`config.mk`:
```
export PLATFORM = sky130hd
export DESIGN_NAME = sync_fifo
export DESIGN_NICKNAME = d
export VERILOG_FILES = /design/src/rtl/sync_fifo.sv
export SDC_FILE = /design/constraint.sdc
export NUM_CORES = 1
export LEC_CHECK = 0
export ABC_AREA = 1
export CAP_MARGIN = 15
export CORE_ASPECT_RATIO = 1.4
export CORE_MARGIN = 2
export CORE_UTILIZATION = 32
export CTS_CLUSTER_DIAMETER = 100
export CTS_CLUSTER_SIZE = 8
export DETAILED_ROUTE_END_ITERATION = 6
export PLACE_DENSITY_LB_ADDON = 0.1
export SLEW_MARGIN = 10
export SYNTH_ARGS = -nofsm -noshare
export SYNTH_HDL_FRONTEND = slang
export SYNTH_SLANG_ARGS = --single-unit
```
`constraint.sdc`:
```
create_clock -name clk -period 2.92 [get_ports clk]
set_clock_uncertainty 0.1 [all_clocks]
set_input_delay 0.876 -clock clk [delete_from_list [all_inputs] [get_ports clk]]
set_output_delay 0.876 -clock clk [all_outputs]
set_load 0.02 [all_outputs]
```
`src/rtl/sync_fifo.sv`:
```
// -----------------------------------------------------------------------------
// sync_fifo
//   Single-clock first-word-fall-through FIFO of DEPTH words x WIDTH bits.
//   The storage is a circular buffer addressed by write/read pointers, and an
//   occupancy counter tells the full and empty states apart.
//
// Ports
//   clk       in   rising-edge clock for all state
//   clrn      in   asynchronous reset, active-high (clears pointers, count and
//                  the overflow flag; storage contents are left untouched)
//   read      in   pop request
//   write     in   push request
//   data_in   in   word to push
//   data_out  out  head (oldest) word, combinational from storage
//   ready     out  queue holds at least one word
//   overflow  out  sticky: a write was dropped because the queue was full
// -----------------------------------------------------------------------------
module sync_fifo #(
  parameter int WIDTH = 8,
  parameter int DEPTH = 8
) (
  input  logic             clk,
  input  logic             clrn,
  input  logic             read,
  input  logic             write,
  input  logic [WIDTH-1:0] data_in,
  output logic [WIDTH-1:0] data_out,
  output logic             ready,
  output logic             overflow
);

  localparam int AW = $clog2(DEPTH);
  localparam logic [AW:0] FULL_COUNT = (AW + 1)'(DEPTH);

  logic [WIDTH-1:0] mem [DEPTH];

  logic [AW-1:0] wp_q, wp_d;
  logic [AW-1:0] rp_q, rp_d;
  logic [AW:0]   count_q, count_d;
  logic          overflow_q, overflow_d;

  logic empty;
  logic full;
  logic push;
  logic pop;

  assign empty = (count_q == '0);
  assign full  = (count_q == FULL_COUNT);

  // A write into a full queue is still accepted when a pop frees a slot on
  // the same edge; a read of an empty queue is simply ignored.
  assign push = write && (!full || read);
  assign pop  = read && !empty;

  always_comb begin
    wp_d       = wp_q;
    rp_d       = rp_q;
    count_d    = count_q;
    overflow_d = overflow_q;

    if (push) begin
      wp_d = wp_q + 1'b1;
    end
    if (pop) begin
      rp_d = rp_q + 1'b1;
    end

    // Simultaneous push and pop leave the occupancy unchanged.
    if (push && !pop) begin
      count_d = count_q + 1'b1;
    end else if (pop && !push) begin
      count_d = count_q - 1'b1;
    end

    if (write && !push) begin
      overflow_d = 1'b1;
    end
  end

  always_ff @(posedge clk or posedge clrn) begin
    if (clrn) begin
      wp_q       <= '0;
      rp_q       <= '0;
      count_q    <= '0;
      overflow_q <= 1'b0;
    end else begin
      wp_q       <= wp_d;
      rp_q       <= rp_d;
      count_q    <= count_d;
      overflow_q <= overflow_d;
    end
  end

  // Storage is deliberately kept out of the reset path so it can map onto
  // plain distributed/block memory.
  always_ff @(posedge clk) begin
    if (push) begin
      mem[wp_q] <= data_in;
    end
  end

  // Fall-through head: the oldest word is visible without a read strobe.
  assign data_out = mem[rp_q];
  assign ready    = !empty;
  assign overflow = overflow_q;

endmodule

```
==> results of run 1 <==
-- area by class of cell --
type,count,share of cell area
flip-flops and latches,75,0.523
clock buffers,11,0.0553
repair buffers,41,0.0928
clock inverters,5,0.0128
well taps,138,0.0410
inverters,45,0.0407
multi-input cells,233,0.234
-- power breakdown --
part | internal [mW] | switching (mW)
combinational | 0.670 | 1.02
clock | 0.657 | 0.410
sequential | 1.36 | 0.124
-- registers in the layout, indices dropped and copies added (netlist names) --
name / count
mem: 64
wp_q: 3
rp_q: 3
count_q: 4
overflow: 1
-- cells in the mapped netlist --
cell type | instances | share of area
nand2_2 | 1 | 0.0018
clkbuf_1 | 1 | 0.0011
nor2_1 | 76 | 0.083
buf_2 | 6 | 0.0087
fa_1 | 1 | 0.0058
buf_4 | 2 | 0.0044
nand3_1 | 8 | 0.012
o21bai_1 | 1 | 0.0022
inv_1 | 44 | 0.048
inv_2 | 1 | 0.0011
nand3b_1 | 1 | 0.0022
edfxtp_1 | 64 | 0.56
xnor2_1 | 5 | 0.013
buf_6 | 3 | 0.0098
ha_1 | 5 | 0.018
dfrtp_1 | 11 | 0.080
o21ai_0 | 3 | 0.0044
nand2_1 | 131 | 0.14
or2_2 | 1 | 0.0018
-- repair_timing --
item                                    CTS  global route
resized for setup                        10             2
endpoints found under the setup margin    8             2
endpoints found under the hold margin     0             0
hold buffers                              0             0
cloned                                    1             0
-- how the worst max path moves through the flow --
stage	end	from	cells after the start
finish	data_out[6]	rp_q[0]$_DFFE_PP0P_	8
global route	data_out[1]	rp_q[0]$_DFFE_PP0P_	8
CTS	data_out[7]	rp_q[0]$_DFFE_PP0P_	8
detailed placement	count_q[3]$_DFFE_PP0P_	read	13
global placement	count_q[3]$_DFFE_PP0P_	read	13
floorplan	count_q[3]$_DFFE_PP0P_	read	12
-- layer usage --
metal / global-route usage / up-vias
met1: 0.155 / 1051
met5: 0 / -
li1: - / 1213
met4: 0.0597 / 0
met2: 0.238 / 45
met3: 0.0398 / 12
-- kinds of logic after synthesis --
family / count (synthesis) / synth area share
adders and majority gates: 6 / 0.0240
and+or+nand+nor: 218 / 0.244
DFF: 75 / 0.640
AOI/OAI and AO/OA: 4 / 0.00656
buffers and inverters: 57 / 0.0732
xor gates and xnor gates: 5 / 0.0127
==> impl.org, run 1 <==
** Worst hold path
- Counting instances, the worst hold path has a depth of 1.
- The worst hold path terminates at overflow$_DFFE_PP0P_.
- Min-delay worst type :: register to register
- The startpoint identified for the worst hold timing path is overflow$_DFFE_PP0P_.

** Global route
- The number of antenna violations at the first check in global routing is 0.
- Global routing finished with a remaining overflow of 0.
- Entering global routing, the biggest net connects 28 pins.
- The number of global-route vias before repair is ~2,200.
- For this run, the total global-route usage over all layers was measured as 0.137.
- The first global-routing pass estimated between 10,000 and 15,000 um of wire.

** Floorplanning
- 22 I/O pins were placed.
- X dimension of the die :: between 90 and 100 um
- Number of placement rows :: 44
- Starting Density :: 0.330
- Measured along the y axis, the die boundary spans about 130 um.
- The floorplan step defined a die boundary enclosing 11,600 um^2.
- In this run the standard cell core region covers around 10,000 um^2.

** Setup path
- Arrival time of the worst setup path :: about 1.8 ns
- The worst setup path is launched from a register.
- Most common cell type on the critical path :: nand2_1
- Number of cells traversed by the worst register-to-register path :: 12
- Across all register-to-register paths, the minimum setup slack is approximately 0.8 ns.
- The worst register-to-register path begins at count_q[0]$_DFFE_PP0P_.
- Cell at the slowest stage of the critical path :: dfrtp_2
- Critical Setup Path Class :: register to output port
- Worst reg2reg endpoint :: count_q[3]$_DFFE_PP0P_
- Counting both buffers and inverters, the worst setup path holds a total of 2.
- Gate family responsible for the most delay along the worst path :: buffers and inverters
- The signal on the critical path passes through bufbuf_16 > nor2_1 > nor2_1 > nand2_1 > nand2_1 > nand2_1 > nand2_1 > dlygate4sd2_1.
- For this run, the slowest stage of the critical path takes roughly 0.4 ns.
- WP data required :: slightly below 2 ns
- Along the worst path, the maximum fanout reaches 27.
- Kind of end point of the critical path :: output port

** Timing
- Setup repair after global routing left no endpoint under its margin.
- Final cycle utilization of the critical path :: 0.946
- Setup total negative slack on the finished layout was measured at 0 ns.
- Slew at the pin with the worst max-slew slack :: between 0.4 and 0.5 ns
- Headroom to the max-slew limit came out at 0.692.
- Worst hold slack :: about 0.38 ns
- The final count of pins violating max slew is 0.
- Count of final hold-check violations :: 0
- Final critical path time including I/O delays and setup :: 2.76 ns
- Setup violations, final :: 0
- Fmax :: ~360 MHz
- Slack of the critical path :: 0.159 ns

** Drt
- The routed design uses 3600 um of met2 wire.
- In the final routed layout, each cell accounts on average for between 10 and 15 um.
- Uppermost routed layer :: met4
- In the routed design, unresolved DRC markers number 0.
- Drt pass-1 iters :: 4
- Routed WL :: approximately 7100 um
- In the final routing, the length of wire on met1 measures 3010 um.
- In this run, the number of DRC markers left after iteration 0 of detailed routing was 72.
- Number of vias in the routed layout :: approximately 2,300
- Routed length on met3 :: between 300 and 400 um
- Once detail routing completed, the nets flagged for antenna violations numbered 0.
- After detailed routing, the number of vias per cell comes to between 4 and 5.

** Clock tree
- CTS root buf :: clkbuf_16
- The tree built by TritonCTS fans out to 75 sinks.
- The number of clock buffers added by TritonCTS is 9.
- Clk_lat worst skew :: approximately 0.33 ns
- The H-tree was split into 3 levels.
- CTS tree :: built
- No sink is reached through more buffers than the 2 on the longest clock path.
- Clock transition at the register clock pins on the worst setup and hold paths after CTS :: ~0.060 ns
- Total setup buffers inserted after CTS :: 0

** Synth
- Synthesis produced a netlist whose cell count is roughly 370.
- A synthesized cell averages 9.41 um^2.
- Number of warnings reported in the yosys synthesis log :: 0
- Netlist area before placement :: approximately 3400 um^2
- Counting flops and latches in the post-synthesis netlist gives 75.
- Of the synthesized area, sequential elements account for 0.640.
- Synthesis produced a netlist with a net count of ~380.
- Number of library cell types mapped by synthesis :: 19

** Final layout
- Of the cells placed in the final design, the portion with a size suffix greater than 1 is 0.0927.
- Area used by multi-input combinational logic :: just under 1000 um^2
- Fill cells in the final layout number about 1,000.
- Commonest non-fill, non-tap cells in the layout :: nand2_1, nor2_1, edfxtp_1
- The area growth from synthesis to layout is 22.5%.
- Ant. Diodes :: 0
- Design Area, Final :: 4210 um^2
- The finished layout holds 548 standard cells, fillers aside.
- Commonest non-fill, non-tap cell in the layout :: nand2_1
- Utilization of the core after routing :: 0.404
- For this run, the post-layout net count is 423.
- Across the whole layout, storage elements account for 2200 um^2.

** Place
- Port buffering added 21 buffers.
- Detailed placement ended at an HPWL of roughly 4600 um.
- Routability congestion estimate :: between 0.7 and 0.8
- Cell Area, Placed :: approximately 4000 um^2
- Before CTS, the worst setup slack after placement is roughly 0.0067 ns.
- Instance count after placement with tap cells included :: 531

** Run
- Max-capacitance violation count :: 0

** Pwr
- The analysis attributes to cell leakage a power of 1.86 nW.
- IR analysis of the VDD net gives a maximum drop of ~410 uV.
- Final total power :: ~4.2 mW
- Power per cell area :: approximately 1000 nW/um^2

** Status
- Outcome :: complete, no violations
Note: power is estimated with default switching activity, not from simulation.
==> run 2: changes to the inputs <==
--- a/config.mk
+++ b/config.mk
@@ -8,3 +8,3 @@
 export ABC_AREA = 1
-export CAP_MARGIN = 15
+export CAP_MARGIN = 5
 export CORE_ASPECT_RATIO = 1.4
==> constraint.sdc (replaced) <==
create_clock -name clk -period 3.1 [get_ports clk]
set_clock_uncertainty 0.1 [all_clocks]
set_input_delay 0.93 -clock clk [delete_from_list [all_inputs] [get_ports clk]]
set_output_delay 0.93 -clock clk [all_outputs]
set_load 0.05 [all_outputs]
==> run 2 against run 1 <==
  * First-iteration DRC count rose by 38%
  * Largest cell class unchanged
  * Critical path depth fell by 5
  * Clock-buffer cell count did not move
  * Critical endpoint is now ready
  * Non-clock buffer count fell by 5
  * Sequential share of layout area rose by 0.14 points
  * Clock power fell by 16%
==> impl.org, run 2 (synthesis results as in run 1) <==
** Final layout
- Of the cells placed in the final design, the portion with a size suffix greater than 1 is 0.0965.
- Once layout is done, the placed cells without fillers occupy 4190 um^2.
- The area growth from synthesis to layout is 22.1%.
- Ant. Diodes :: 0
- Commonest non-fill, non-tap cell in the layout :: nand2_1
- In the final layout, the registers with the most flip-flops are mem (64), count_q (4).
- Largest register by flop count :: mem
- The register with the most flip-flops in the layout has between 60 and 70 of them.
- Post-layout nets :: between 400 and 500
- After filler insertion, the fill cell instance count of the layout stands at 1,021.
- In the layout the commonest cells are nand2_1, nor2_1, edfxtp_1.

** Setup path
- For the worst flop-to-flop path, the logic depth is 11.
- For the worst setup path, the data required time is slightly above 2 ns.
- Peak per-stage delay on the critical path :: around 0.73 ns
- Cell at the slowest stage of the critical path :: clkdlybuf4s50_1
- Gate family responsible for the most delay along the worst path :: buffers and inverters
- Arrival time of the worst setup path :: roughly 1.8 ns
- Worst path buffer plus inverter count :: 1
- Instance count on the critical path :: 3
- Of all nets on the critical path, the largest fanout is 4.
- The critical path is of the register to output port type.
- The worst setup path is launched from a register.
- Kind of end point of the critical path :: output port
- Chain of cells forming the critical path :: nor2_1 > nand3_1 > clkdlybuf4s50_1

** Clock tree
- Post-cts sizing count :: 0
- CTS root buf :: clkbuf_16
- CTS built an H-tree with a depth of 3.
- CTS Sinks :: 75
- The later pin in the worst-skew pair is clocked with a latency of about 0.33 ns.
- In this run the deepest clock path goes through 2 buffers.
- Total setup buffers inserted after CTS :: 0
- Clock-pin slew was measured on the worst setup and hold paths at roughly 0.05 ns.
- The number of clock buffers added by TritonCTS is 9.
- In this run, post-CTS hold repair placed 0 buffers.
- TritonCTS built the clock tree.

** Timing
- Summed over all failing endpoints, the final setup total negative slack is 0 ns.
- Slew at the pin with the worst max-slew slack :: around 0.5 ns
- The final count of pins violating max slew came to 0.
- The count of endpoints failing hold in the final timing report is 0.
- Setup repair after global routing left no endpoint under its margin.
- Final cycle utilization of the critical path :: 0.924
- Setup violations remaining at the end of the flow were counted as 0.
- Derived from the worst setup path, the maximum achievable clock frequency is between 300 and 400 MHz.
- In this run the tightest slew margin relative to its limit is 0.669.
- Final critical path time including I/O delays and setup :: between 2 and 3 ns

** Floorplanning
- Area of the core :: between 10,000 and 15,000 um^2
- Y dimension of the die :: ~130 um
- The initial utilization of the core area, before any placement, comes to 0.330.
- The floorplan step defined a die boundary enclosing ~12,000 um^2.
- Count of pins on the block boundary :: 22
- Number of placement rows :: between 40 and 50
- The die is just over 90 um wide.

** Pwr
- Final total power :: about 4.4 mW
- Peak supply drop :: about 390 uV
- Static power due to leakage :: 1.85 nW
- In this run the power density over the cells is approximately 1000 nW/um^2.

** Drt
- Before antenna repair, the detailed router went through 4 iterations.
- After detailed routing, the number of remaining DRC violations is 0.
- The routed layout has about 2,300 vias.
- Via density :: roughly 4.3
- For this block, the routed nets add up to 7170 um of wire.
- Dividing the detail-routed wire length by the instance count gives 13.2 um.
- Violation count after the first detailed-route iteration :: about 100
- Once detail routing completed, the nets flagged for antenna violations numbered 0.

** Run
- Max-capacitance violation count :: 0

** Worst hold path
- Count of cells along the worst hold path :: 1
- Min-delay worst type :: register to register

** Place
- Cell Area, Placed :: 3940 um^2
- Number of buffers inserted by port buffering :: 21
- Half-perimeter wire length after placement :: ~4600 um
- Routability congestion estimate :: about 0.7

** Global route
- Across every metal layer, demand over resource in global routing totals 0.135.
- Overflow left after global routing :: 0
- Wire length of the first global-routing pass :: 11,500 um
- Via count of the first global-routing pass :: roughly 2,200
- The number of antenna violations at the first check in global routing is 0.
- Entering global routing, the biggest net connects 32 pins.

** Status
- The flow ran to the end, and the final reports show no timing, DRC or antenna violations.
## run 2: cell types whose count changed in the layout (fill, tap and decap cells not counted), sizes merged, moves of 2 or more
cell,previous run,this run
dlygate4sd2,6,0
buf,19,23
clkdlybuf4s15,2,0
clkinvlp,2,0
clkinv,2,4
## run 2: final cells by class
cell class	instances	area (um^2)	area share
Inverter	45	169	0.0403
Multi-Input combinational cell	233	986	0.235
Timing Repair Buffer	36	415	0.0991
Tap cell	138	173	0.0412
Clock buffer	11	233	0.0555
Sequential cell	75	2200	0.524
Clock inverter	4	18.8	0.00448
## run 2: report_power, final
group,switching (mW),total [mW],internal (mW)
clock network,0.369,0.899,0.530
logic,1.24,2.07,0.827
registers,0.134,1.41,1.28
## run 2: worst paths after layout
path                       slack [ns]              startpoint                      to
min in group asynchronous        0.80                    clrn  count_q[1]$_DFFE_PP0P_
min                              0.38    overflow$_DFFE_PP0P_    overflow$_DFFE_PP0P_
max in group asynchronous        1.77                    clrn     rp_q[0]$_DFFE_PP0P_
max                              0.23  count_q[0]$_DFFE_PP0P_                   ready
max reg2reg                      0.85  count_q[0]$_DFFE_PP0P_  count_q[3]$_DFFE_PP0P_
min reg2reg                      0.38    overflow$_DFFE_PP0P_    overflow$_DFFE_PP0P_
## run 2: layer usage
layer  track usage  wire (um)  vias to the layer above  share of wire
met1         0.157       3190                     1076           0.45
met5             0          0                        -              0
met3        0.0327        203                        7          0.028
met2         0.233       3640                       29           0.51
li1              -          -                     1201              -
met4        0.0642        130                        0          0.018
## run 2: through the flow
step / hold WS [ns] / worst slack, ns / utilization / cells
6_report: 0.377 / 0.235 / 0.403 / 542
5_1_grt: 0.411 / 0.123 / 0.403 / 542
4_1_cts: 0.384 / 0.203 / 0.403 / 542
3_5_place_dp: 0.369 / 0.0415 / 0.379 / 527
3_3_place_gp: 0.379 / 0.0918 / 0.379 / 527
2_1_floorplan: 0.371 / 0.498 / - / 365
==> run 3: changes to the inputs <==
GPL_TIMING_DRIVEN = 0   (was default)
==> run 3 against run 2 <==
  * Via count is 1.7% lower
  * Worst setup slack got worse by 0.036 ns
  * Clock power rose by 10%
  * Die area unchanged
  * Global-route usage is 1.2 points higher
  * Critical path depth rose by 10
  * Final cell count is 0.74% lower
  * Combinational power is 12% lower
  * Highest routed layer unchanged
==> impl.org, run 3 (synthesis results as in run 1) <==
** Final layout
- Post-layout nets :: 414
- Share of cells above drive strength 1 :: 0.0800
- Largest registers ranked by flip-flop count :: mem (64), count_q (4)
- 0 antenna diodes ended up in the layout.
- For this run, the share of the core covered by cells in the final layout is 0.389.
- Largest register by flop count :: mem
- Leaving out fill and tap cells, the most frequent cell in the layout is nand2_1.
- The register with the most flip-flops in the layout has between 60 and 70 of them.
- The area growth from synthesis to layout is 17.9%.
- Commonest non-fill, non-tap cells in the layout :: nand2_1, nor2_1, edfxtp_1
- Post-layout instance count excluding filler cells :: 538

** Floorplanning
- Starting Density :: 0.330
- Die area :: 11,600 um^2
- X dimension of the die :: around 92 um
- In this run the standard cell core region covers approximately 10,000 um^2.
- In this run the vertical extent of the chip is roughly 130 um.
- After floorplanning, the core was divided into between 40 and 50 placement rows.
- Count of pins on the block boundary :: 22

** Global route
- Wire length of the first global-routing pass :: roughly 12,000 um
- The number of antenna violations at the first check in global routing came to 0.
- Overflow left after global routing :: 0
- Via count of the first global-routing pass :: ~2,200
- For this run, the total global-route usage over all layers was measured as 0.147.
- Pin count of the biggest net entering global routing :: 12

** Clock tree
- Clock tree synthesis inserted a total of 9 buffers.
- TritonCTS built the clock tree.
- Max Buffers Root-to-Sink :: 2
- Clk_lat worst skew :: between 0.3 and 0.4 ns
- Clock transition at the register clock pins on the worst setup and hold paths after CTS :: about 0.06 ns
- The tree built by TritonCTS fans out to 75 sinks.
- Count of H-tree levels built during CTS :: 3
- In this run the post-CTS setup repair buffer count came out at 0.
- The tree is rooted in a clkbuf_16.

** Timing
- Final critical path time including I/O delays and setup :: between 2 and 3 ns
- Based on the critical path, the design can be clocked at up to 345 MHz.
- The worst path meets setup with approximately 0.20 ns of slack.
- Setup violations remaining at the end of the flow were counted as 0.
- RSZ-0062 raised after global routing :: false
- Number of pins exceeding their max-slew limit in the final report :: 0
- For the pin with the worst max-slew slack, the measured transition is roughly 0.98 ns.
- Of the available clock period, the critical path in the final layout requires 0.936.
- Across all hold checks on the routed design, the worst slack comes to 0.375 ns.
- Measured against its own limit, the worst slew margin works out to 0.346.
- The count of endpoints failing hold in the final timing report is 0.

** Drt
- Wire segments on met2 add up to about 3800 um in the final route.
- After the first detailed-routing iteration, the DRC count stood at 74.
- The detailed router put a total of 3650 um of wire on met1.
- Wire per inst :: approximately 15 um
- Number of DRC violations after detailed routing :: 0
- Dividing the detail-routed via count by the number of cells gives around 4.2.
- The first detailed-routing pass took 4 iterations.
- Uppermost routed layer :: met4
- The routed design has about 7900 um of wire.
- Number of vias in the routed layout :: 2,273
- In this run the remaining antenna-violating nets after routing total 0.
- Routed length on met3 :: about 270 um

** Place
- Instance count after placement with tap cells included :: about 520
- Input and output buffers added on the ports amount to 21.
- Before CTS, the worst setup slack after placement is -0.188 ns.
- Routability congestion estimate :: ~0.74
- Half-perimeter wire length after placement :: about 5100 um

** Setup path
- Arrival time of the worst setup path :: around 3 ns
- Peak per-stage delay on the critical path :: roughly 0.43 ns
- Most common cell type on the critical path :: nand2_1
- Critical Setup Path Class :: primary input to register
- The worst setup path is captured at a register.
- The critical path goes through clkdlybuf4s50_1 > nor2_1 > nand3_1 > nand2_2 > inv_1 > ha_1 > inv_1 > ha_1 > or2_2 > nand2_1 > nand2_1 > nand3_1 > nand2_1.
- Startpoint type of the worst setup path :: primary input
- In this run the worst path has a maximum fanout of 9.
- Cell at the slowest stage of the critical path :: clkdlybuf4s50_1
- At the worst endpoint, the required time is around 3.2 ns.

** Run
- Max-cap violations in this run came to 0.

** Worst hold path
- The worst hold path belongs to the class register to register.

** Pwr
- Static power due to leakage :: between 1.5 and 2 nW
- In this run the power density over the cells is approximately 1000 nW/um^2.
- Peak supply drop :: 435 uV

** Status
- The flow ran to the end, and the final reports show no timing, DRC or antenna violations.
## run 3: changes by cell type in the layout (fill, tap and decap cells not counted), moves of 3 or more
cell,change
buf_4,-12
clkinv_1,+3
clkbuf_2,+8
buf_6,+3
clkinv_2,-3
buf_12,-9
buf_2,+6
## run 3: layer usage
metal,vias to the layer above,GRT usage
met5,-,0
met4,0,0.0633
met3,13,0.0386
met2,36,0.250
met1,1027,0.176
li1,1197,-
## run 3: layout make-up
class / instances / area [um^2]
Fill cell: 1060 / 6360
Sequential cell: 75 / 2200
Multi-Input combinational cell: 233 / 986
Clock buffer: 10 / 229
Tap cell: 138 / 173
Timing Repair Buffer: 21 / 170
Inverter: 45 / 169
Buffer: 11 / 78.8
Clock inverter: 5 / 45.0
## run 3: through the flow
step	area, um^2	TNS, ns	power, mW
2_1_floorplan	3430	0	2.73
3_3_place_gp	3820	-0.152	3.33
3_5_place_dp	3820	-0.188	3.35
4_1_cts	4090	0	4.29
5_1_grt	4050	0	4.48
6_report	4050	0	4.20
## run 3: worst max-delay path, delay by kind of cell
kind                       cells  cell delay, ns
and+or+nand+nor                8            0.95
buffers and inverters          3            0.66
adders and majority gates      2            0.48
## run 3: worst paths after layout
path	depth (start not counted)	slack (ns)	end	startpoint
max	13	0.20	count_q[3]$_DFFE_PP0P_	read
min	1	0.38	overflow$_DFFE_PP0P_	overflow$_DFFE_PP0P_
max in group asynchronous	2	1.79	count_q[3]$_DFFE_PP0P_	clrn
min in group asynchronous	2	0.80	wp_q[1]$_DFFE_PP0P_	clrn
max reg2reg	12	0.72	count_q[3]$_DFFE_PP0P_	count_q[0]$_DFFE_PP0P_
min reg2reg	1	0.38	overflow$_DFFE_PP0P_	overflow$_DFFE_PP0P_
## run 3: report_power, final
group / switching (mW) / internal (mW)
clock: 0.382 / 0.608
sequential: 0.107 / 1.28
combinational: 1.28 / 0.535
total: 1.77 / 2.42
## run 3: timing repair
item                                    CTS  global route
pin swaps                                 0             0
endpoints found under the setup margin    8             8
resized for setup                        14            10
hold buffers                              0             0
